--- config.mk ---
export PLATFORM = sky130hd
export DESIGN_NAME = gray_counter_param
export DESIGN_NICKNAME = d
export VERILOG_FILES = /design/src/rtl/gray_counter_param.sv
export SDC_FILE = /design/constraint.sdc
export NUM_CORES = 1
export LEC_CHECK = 0
export CORE_UTILIZATION = 40
export CTS_BUF_LIST = sky130_fd_sc_hd__clkbuf_8
export DETAILED_ROUTE_END_ITERATION = 12
export DONT_BUFFER_PORTS = 1
export HOLD_SLACK_MARGIN = 0.08
export SLEW_MARGIN = 20
export SYNTH_ARGS = -nofsm -noshare
export SYNTH_HDL_FRONTEND = slang
export SYNTH_SLANG_ARGS = --single-unit
export TNS_END_PERCENT = 20
--- constraint.sdc ---
create_clock -name clk -period 2.4 [get_ports clk]
set_input_delay 0.6 -clock clk [delete_from_list [all_inputs] [get_ports clk]]
set_output_delay 0.6 -clock clk [all_outputs]
set_load 0.05 [all_outputs]
--- src/rtl/gray_counter_param.sv ---
// Registered up/down Gray counter with load and wrap/saturate; optional GRAY_CNT_CHECK_EN adds a sticky err output.
// Latency: one clock from sampled controls to every output. Backpressure: none, since en/load are sampled every edge.
// gray_out is registered from the next binary value, so it never glitches off bin_out.
module gray_counter_param #(
  parameter int                WIDTH     = 4,
  parameter bit                SATURATE  = 1'b0,
  parameter logic [WIDTH-1:0]  RESET_VAL = '0
) (
  input  logic             clk,
  input  logic             rst_n,
  input  logic             en,
  input  logic             up_dn,
  input  logic             load,
  input  logic [WIDTH-1:0] load_val,
  output logic [WIDTH-1:0] bin_out,
  output logic [WIDTH-1:0] gray_out,
  output logic             wrap,
`ifdef GRAY_CNT_CHECK_EN
  output logic             err,
`endif
  output logic             at_end
);

  localparam logic [WIDTH-1:0] ALL_ONES = '1;
  localparam logic [WIDTH-1:0] ZERO     = '0;
  localparam logic [WIDTH-1:0] ONE      = {{(WIDTH-1){1'b0}}, 1'b1};

  function automatic logic [WIDTH-1:0] bin2gray(input logic [WIDTH-1:0] b);
    return b ^ (b >> 1);
  endfunction

  localparam logic [WIDTH-1:0] RESET_GRAY = RESET_VAL ^ (RESET_VAL >> 1);

  logic [WIDTH-1:0] bin_q, bin_nxt;
  logic [WIDTH-1:0] gray_q;
  logic             wrap_q, wrap_nxt;
  logic             at_end_q, at_end_nxt;

  always_comb begin
    bin_nxt    = bin_q;
    wrap_nxt   = 1'b0;
    at_end_nxt = at_end_q;
    if (load) begin
      bin_nxt    = load_val;
      at_end_nxt = up_dn ? (load_val == ALL_ONES) : (load_val == ZERO);
    end else if (en) begin
      if (up_dn) begin
        if (bin_q != ALL_ONES) begin
          bin_nxt = bin_q + ONE;
        end else if (!SATURATE) begin
          bin_nxt  = ZERO;
          wrap_nxt = 1'b1;
        end
      end else begin
        if (bin_q != ZERO) begin
          bin_nxt = bin_q - ONE;
        end else if (!SATURATE) begin
          bin_nxt  = ALL_ONES;
          wrap_nxt = 1'b1;
        end
      end
      // Direction applied on this edge decides which end counts as "the end".
      at_end_nxt = up_dn ? (bin_nxt == ALL_ONES) : (bin_nxt == ZERO);
    end
  end

  always_ff @(posedge clk or negedge rst_n) begin
    if (!rst_n) begin
      bin_q    <= RESET_VAL;
      gray_q   <= RESET_GRAY;
      wrap_q   <= 1'b0;
      at_end_q <= 1'b0;
    end else begin
      bin_q    <= bin_nxt;
      gray_q   <= bin2gray(bin_nxt);
      wrap_q   <= wrap_nxt;
      at_end_q <= at_end_nxt;
    end
  end

  assign bin_out  = bin_q;
  assign gray_out = gray_q;
  assign wrap     = wrap_q;
  assign at_end   = at_end_q;

`ifdef GRAY_CNT_CHECK_EN
  logic [WIDTH-1:0] gray_prev_q;
  logic [WIDTH-1:0] gray_diff;
  logic             load_edge_q;
  logic             multi_bit_chg;
  logic             err_q;

  // load_edge_q marks that the edge which produced gray_q was a load.
  always_ff @(posedge clk or negedge rst_n) begin
    if (!rst_n) begin
      gray_prev_q <= RESET_GRAY;
      load_edge_q <= 1'b0;
      err_q       <= 1'b0;
    end else begin
      gray_prev_q <= gray_q;
      load_edge_q <= load;
      err_q       <= err_q | multi_bit_chg;
    end
  end

  // x & (x-1) clears the lowest set bit; anything left means two or more bits flipped.
  assign gray_diff     = gray_q ^ gray_prev_q;
  assign multi_bit_chg = ((gray_diff & (gray_diff - ONE)) != ZERO) && !load_edge_q;
  assign err           = err_q;

`ifndef SYNTHESIS
  a_gray_one_bit: assert property (@(posedge clk) disable iff (!rst_n) !multi_bit_chg)
    else $error("gray_out changed in more than one bit without a load");
`endif
`endif

endmodule

# Word-level counts from Yosys, hierarchy flattened

Index checks and enable logic that the tools add are counted.

Add/subtract/negate cells: 2
Equal/unequal tests: 3
Muxes and demuxes: 16
Bitwise gates (word level): 1
Reduce and logical (&&, ||, !) cells: 4

Operators with widths:

| operator                                                            | count |
|---|---|
| 4-bit 2-to-1 mux                                                    | 7 |
| 1-bit 2-to-1 mux                                                    | 9 |
| 4-bit == test (second input constant)                               | 2 |
| 4-bit zero test                                                     | 2 |
| 4-bit by 1-bit adder with 4-bit output (second input constant)      | 1 |
| 4-bit inequality test (second input constant)                       | 1 |
| 4-bit nonzero test                                                  | 1 |
| 4-bit by 1-bit subtractor with 4-bit output (second input constant) | 1 |
| 4-bit by 3-bit XOR with 4-bit output                                | 1 |
| 2-bit nonzero test                                                  | 1 |

Bits in registers: 10
Input bits: 9
Output and inout bits: 10

# Depth between registers and ports, before layout

Depth after elaboration: 9
Depth in mapped cells: 7
Gate-level depth less buffers: 7

# Worst setup path before layout

No wires, ideal clock.

Kind: reg2reg
Start: reg bin_q[0], in the netlist bin_out[0]
End: reg at_end_q, in the netlist at_end
Setup time: 0.092 ns
Arrival: 1.998 ns
Data required time: 2.308 ns
Slack: 0.310 ns
Stages on the path, launching flop included: 8
Path buffers: 0
Clock period less this slack: 2.090 ns
Cell sequence: dfrtp_1 -> inv_1 -> ha_1 -> mux2_2 -> nand2_1 -> nand3b_1 -> o311a_1 -> o31ai_2

Longest elaborated chain between the ends: 9
Elaborated cells between the ends (all ways): 14
Classes of those cells: 2 x add/sub; 2 x eq/ne; 8 x mux; 2 x reduce/logical

RTL lines:

| item                                                                      | RTL line | text |
|---|---|---|
| start, declared                                                           | 34       | `logic [WIDTH-1:0] bin_q, bin_nxt;` |
| start signal, assigned                                                    | 74       | `bin_q <= bin_nxt;` |
| 4-bit by 1-bit subtractor with 4-bit output, or another cell as far along | 56       | `bin_nxt = bin_q - ONE;` |
| 4-bit 2-to-1 mux (on tied branches)                                       | 55, 48   |  |
| 4-bit 2-to-1 mux *                                                        | 47       | `if (up_dn) begin` |
| 4-bit 2-to-1 mux *                                                        | 46       | `end else if (en) begin` |
| 4-bit 2-to-1 mux *                                                        | 43       | `if (load) begin` |
| 4-bit == test / 4-bit zero test (equally long branches)                   | 63       | `at_end_nxt = up_dn ? (bin_nxt == ALL_ONES) : (bin_nxt == ZERO);` |
| 1-bit 2-to-1 mux *                                                        | 63       |  |
| 1-bit 2-to-1 mux *                                                        | 46       |  |
| 1-bit 2-to-1 mux *                                                        | 43       |  |
| end signal, assigned                                                      | 77       | `at_end_q <= at_end_nxt;` |
| end, declared                                                             | 37       | `logic at_end_q, at_end_nxt;` |

Every way passes the cells marked *; elsewhere a longest branch is shown, timed or not. The select of a mux whose other input is x is not followed.
A chain may end at the register's enable or synchronous reset.

# Worst setup path after layout

Same ends and word-level chain as after synthesis.

==> flow_summary.yaml <==
outcome:
  status: "finished, final reports clean"
logic_synthesis:
  combinational_family_with_the_most_area_after_synthesis: "simple AND/OR/NAND/NOR gates"
  yosysWarningCount: 0
  yosysSeqAreaShare_pct: 34.7
  postSynthNetCount: 79
  synth.lib_cells_used.distinct: 38
  synthSimpleGateAreaFrac_pct: 22.8
  synth_flop_cell: "dfrtp_1"
  muxShareOfSynthArea_pct: 5.41
  syn_avg_cell_area_um2: 9.53
  synth_xor_xnor_area_share_pct: 8.11
  synth_compound_area_share_pct: 18.0
  synth_enable_flop_cells: 0
  async_flop_share_pct: 100
  adder_cell_area_share_of_the_yosys_netlist_pct: 3.86
  postSynthCellCount: 68
  synth-seq-cells: 9
  synth_area_um2: 648
sta:
  finalHoldViolations: 0
  fin_skew_ns: 0.00132
  finalWorstPathRequiredPeriod_ns: 1.88
  rsz0062_at_grt: "false"
  final.period_utilization_pct: 78.2
  maxSlewHeadroom_pct: 68.3
  final_report_setup_violation_count: 0
  hold_ws_ns: 0.463
  fin_tns_setup_ns: 0
  achievable-frequency_ghz: 0.533
  worstMarginPinSlew_ns: 0.476
  timing.final.max_slew_violations: 0
pwr:
  intPower_mw: 0.367
  pwr-share-comb_pct: 31.1
  p_per_area_nw_per_um2: 877
  pwr-share-clk_pct: 25.9
  cellLeakagePower_nw: 0.316
  ir_worst_vdd_v: 0.000481
  switching_share_pct: 42.0
  power_switching_mw: 0.266
  fin_total_pwr_mw: 0.633
  pwr-share-seq_pct: 43.0
routing:
  drt-total-wl_um: 1320
  route.antenna.remaining_nets: 0
  post_drt_wl_per_cell_um: 15.0
  starting_drc_count_in_detailed_routing: 10
  route.detailed.drc: 0
  firstDrtPassIters: 4
  dr_total_vias: 493
  post_detailed_route_via_to_cell_ratio: 5.60
die:
  ioPinCount: 19
  die_area_um2: 1790
  std_cell_rows: 14
  start_util_pct: 43.0
  die_height_um: 42.3
  die_width_um: 42.3
  placeableCoreArea_um2: 1510
clock_tree:
  tritoncts.num_buffers: 3
  clock_tree.root_cell: "clkbuf_8"
  clk_latency_ns: 0.23
  cts_max_level: 1
  cts_tree: "built"
  hold_buf_cts: 1
  cts_max_path_buffers: 2
  clk_pin_slew_worst_paths_ns: 0.04
  postCtsSetupRepairBufs: 0
  ctsResizeCount: 0
  cts_sinks: 9
grt:
  grt_antenna_before_repair: 0
  grt-ovfl-total: 0
  grt_use_total_pct: 16.5
  grt_pass1_wl_um: 2160
  grt_pass1_vias: 477
  grt_start_max_net_pins: 12
placed_design:
  gp_congestion: 0.783
  numPortBuffers: 0
  dp.final_hpwl_um: 1040
setup_path:
  critical_path.max_fanout: 6
  worst_ep_required_time_ns: 2.54
  critPathKind: "flip-flop to flip-flop"
  worst_setup_path_start_kind: "flip-flop"
  capturing_element_type_of_the_critical_path: "flip-flop"
  worst_ep_arrival_time_ns: 2.01
  worstRegToRegCells: 6
finish:
  layout-drive-gt1-share_pct: 20.8
  layout_common_cells: "dfrtp_1, nor2_1, inv_1"
  antenna-diode-count: 0
  area_overhead_vs_synth_pct: 11.4
  num-nets-final: 84
  multi_input_comb_area_um2: 377
  final_common_cell: "dfrtp_1"
  fillCellCount: 142
  seqCellArea_um2: 225
job:
  max_cap_violations: 0
worst_hold_path:
  min_path_type: "input port to flip-flop"
  min_path_cells: 1
==> worst max-delay path, cell delays in order, from the launching register on <==
cell     delay, ns
dfrtp_1       0.43
inv_1         0.10
ha_1          0.25
nor4b_2       0.30
nor3_2        0.12
o311a_1       0.38
o31ai_2       0.21
==> cell type report <==
| cell class | instances | area share [%] |
|---|---|---|
| Clock inverter | 1 | 0.520 |
| Timing Repair Buffer | 5 | 5.55 |
| Sequential cell | 9 | 31.2 |
| Clock buffer | 3 | 5.72 |
| Tap cell | 16 | 2.77 |
| Inverter | 4 | 2.08 |
| Multi-Input combinational cell | 50 | 52.2 |
==> power groups by stage <==
stage	Combinational [mW]	Sequential [mW]	Clock, mW
after detailed placement	0.193	0.276	0
after global placement	0.190	0.274	0
after floorplan	0.141	0.298	0
after CTS	0.198	0.273	0.170
final	0.197	0.272	0.164
after global routing	0.214	0.277	0.177
==> logic make-up (layout without fill, tap and decap cells) <==
| family | after synthesis | count (layout) |
|---|---|---|
| multiplexers | 3 | 3 |
| AND/OR/NAND/NOR | 24 | 24 |
| XOR/XNOR | 6 | 6 |
| adder cells (fa/ha/maj) | 2 | 2 |
| flip-flops | 9 | 9 |
| AO/OA/AOI/OAI | 15 | 15 |
| buffers and inverters | 9 | 13 |
==> final timing paths <==
kind,start,to,slack [ns]
max,bin_out[0]$_DFF_PN0_,at_end$_DFFE_PN0P_,0.52
min,load,at_end$_DFFE_PN0P_,0.46
max reg2reg,bin_out[0]$_DFF_PN0_,at_end$_DFFE_PN0P_,0.52
min reg2reg,bin_out[1]$_DFF_PN0_,bin_out[1]$_DFF_PN0_,0.77
max in group asynchronous,rst_n,wrap$_DFF_PN0_,1.37
min in group asynchronous,rst_n,gray_out[0]$_DFF_PN0_,0.74
==> cell usage after synthesis (2+ instances only) <==
| library cell | n | area share [%] |
|---|---|---|
| a21oi_1 | 3 | 2.3 |
| inv_1 | 4 | 2.3 |
| nand2_1 | 3 | 1.7 |
| nor2_1 | 8 | 4.6 |
| ha_1 | 2 | 3.9 |
| xor2_1 | 2 | 2.7 |
| a21o_1 | 2 | 2.3 |
| xnor2_1 | 4 | 5.4 |
| clkbuf_1 | 2 | 1.2 |
| dfrtp_1 | 9 | 35 |
| nor2b_1 | 2 | 1.9 |
==> flip-flops by register name, indices dropped and copies added (netlist names) <==
name	cells
wrap	1
gray_out	3
at_end	1
bin_out	4
==> metrics by stage <==
step	setup WS [ns]	cell area (um^2)	util, %	std cells
after global routing	0.413	722	47.9	88
after floorplan	0.310	648	-	68
after global placement	0.555	667	44.3	83
final	0.523	722	47.9	88
after CTS	0.506	722	47.9	88
after detailed placement	0.520	667	44.3	83
==> layer usage <==
metal / track usage (%) / part of all wire [%]
met1: 19.0 / 41
met2: 27.7 / 51
met3: 6.47 / 6.6
met4: 5.63 / 0.98
met5: 0 / 0
Note: power is estimated with default switching activity, not from simulation.
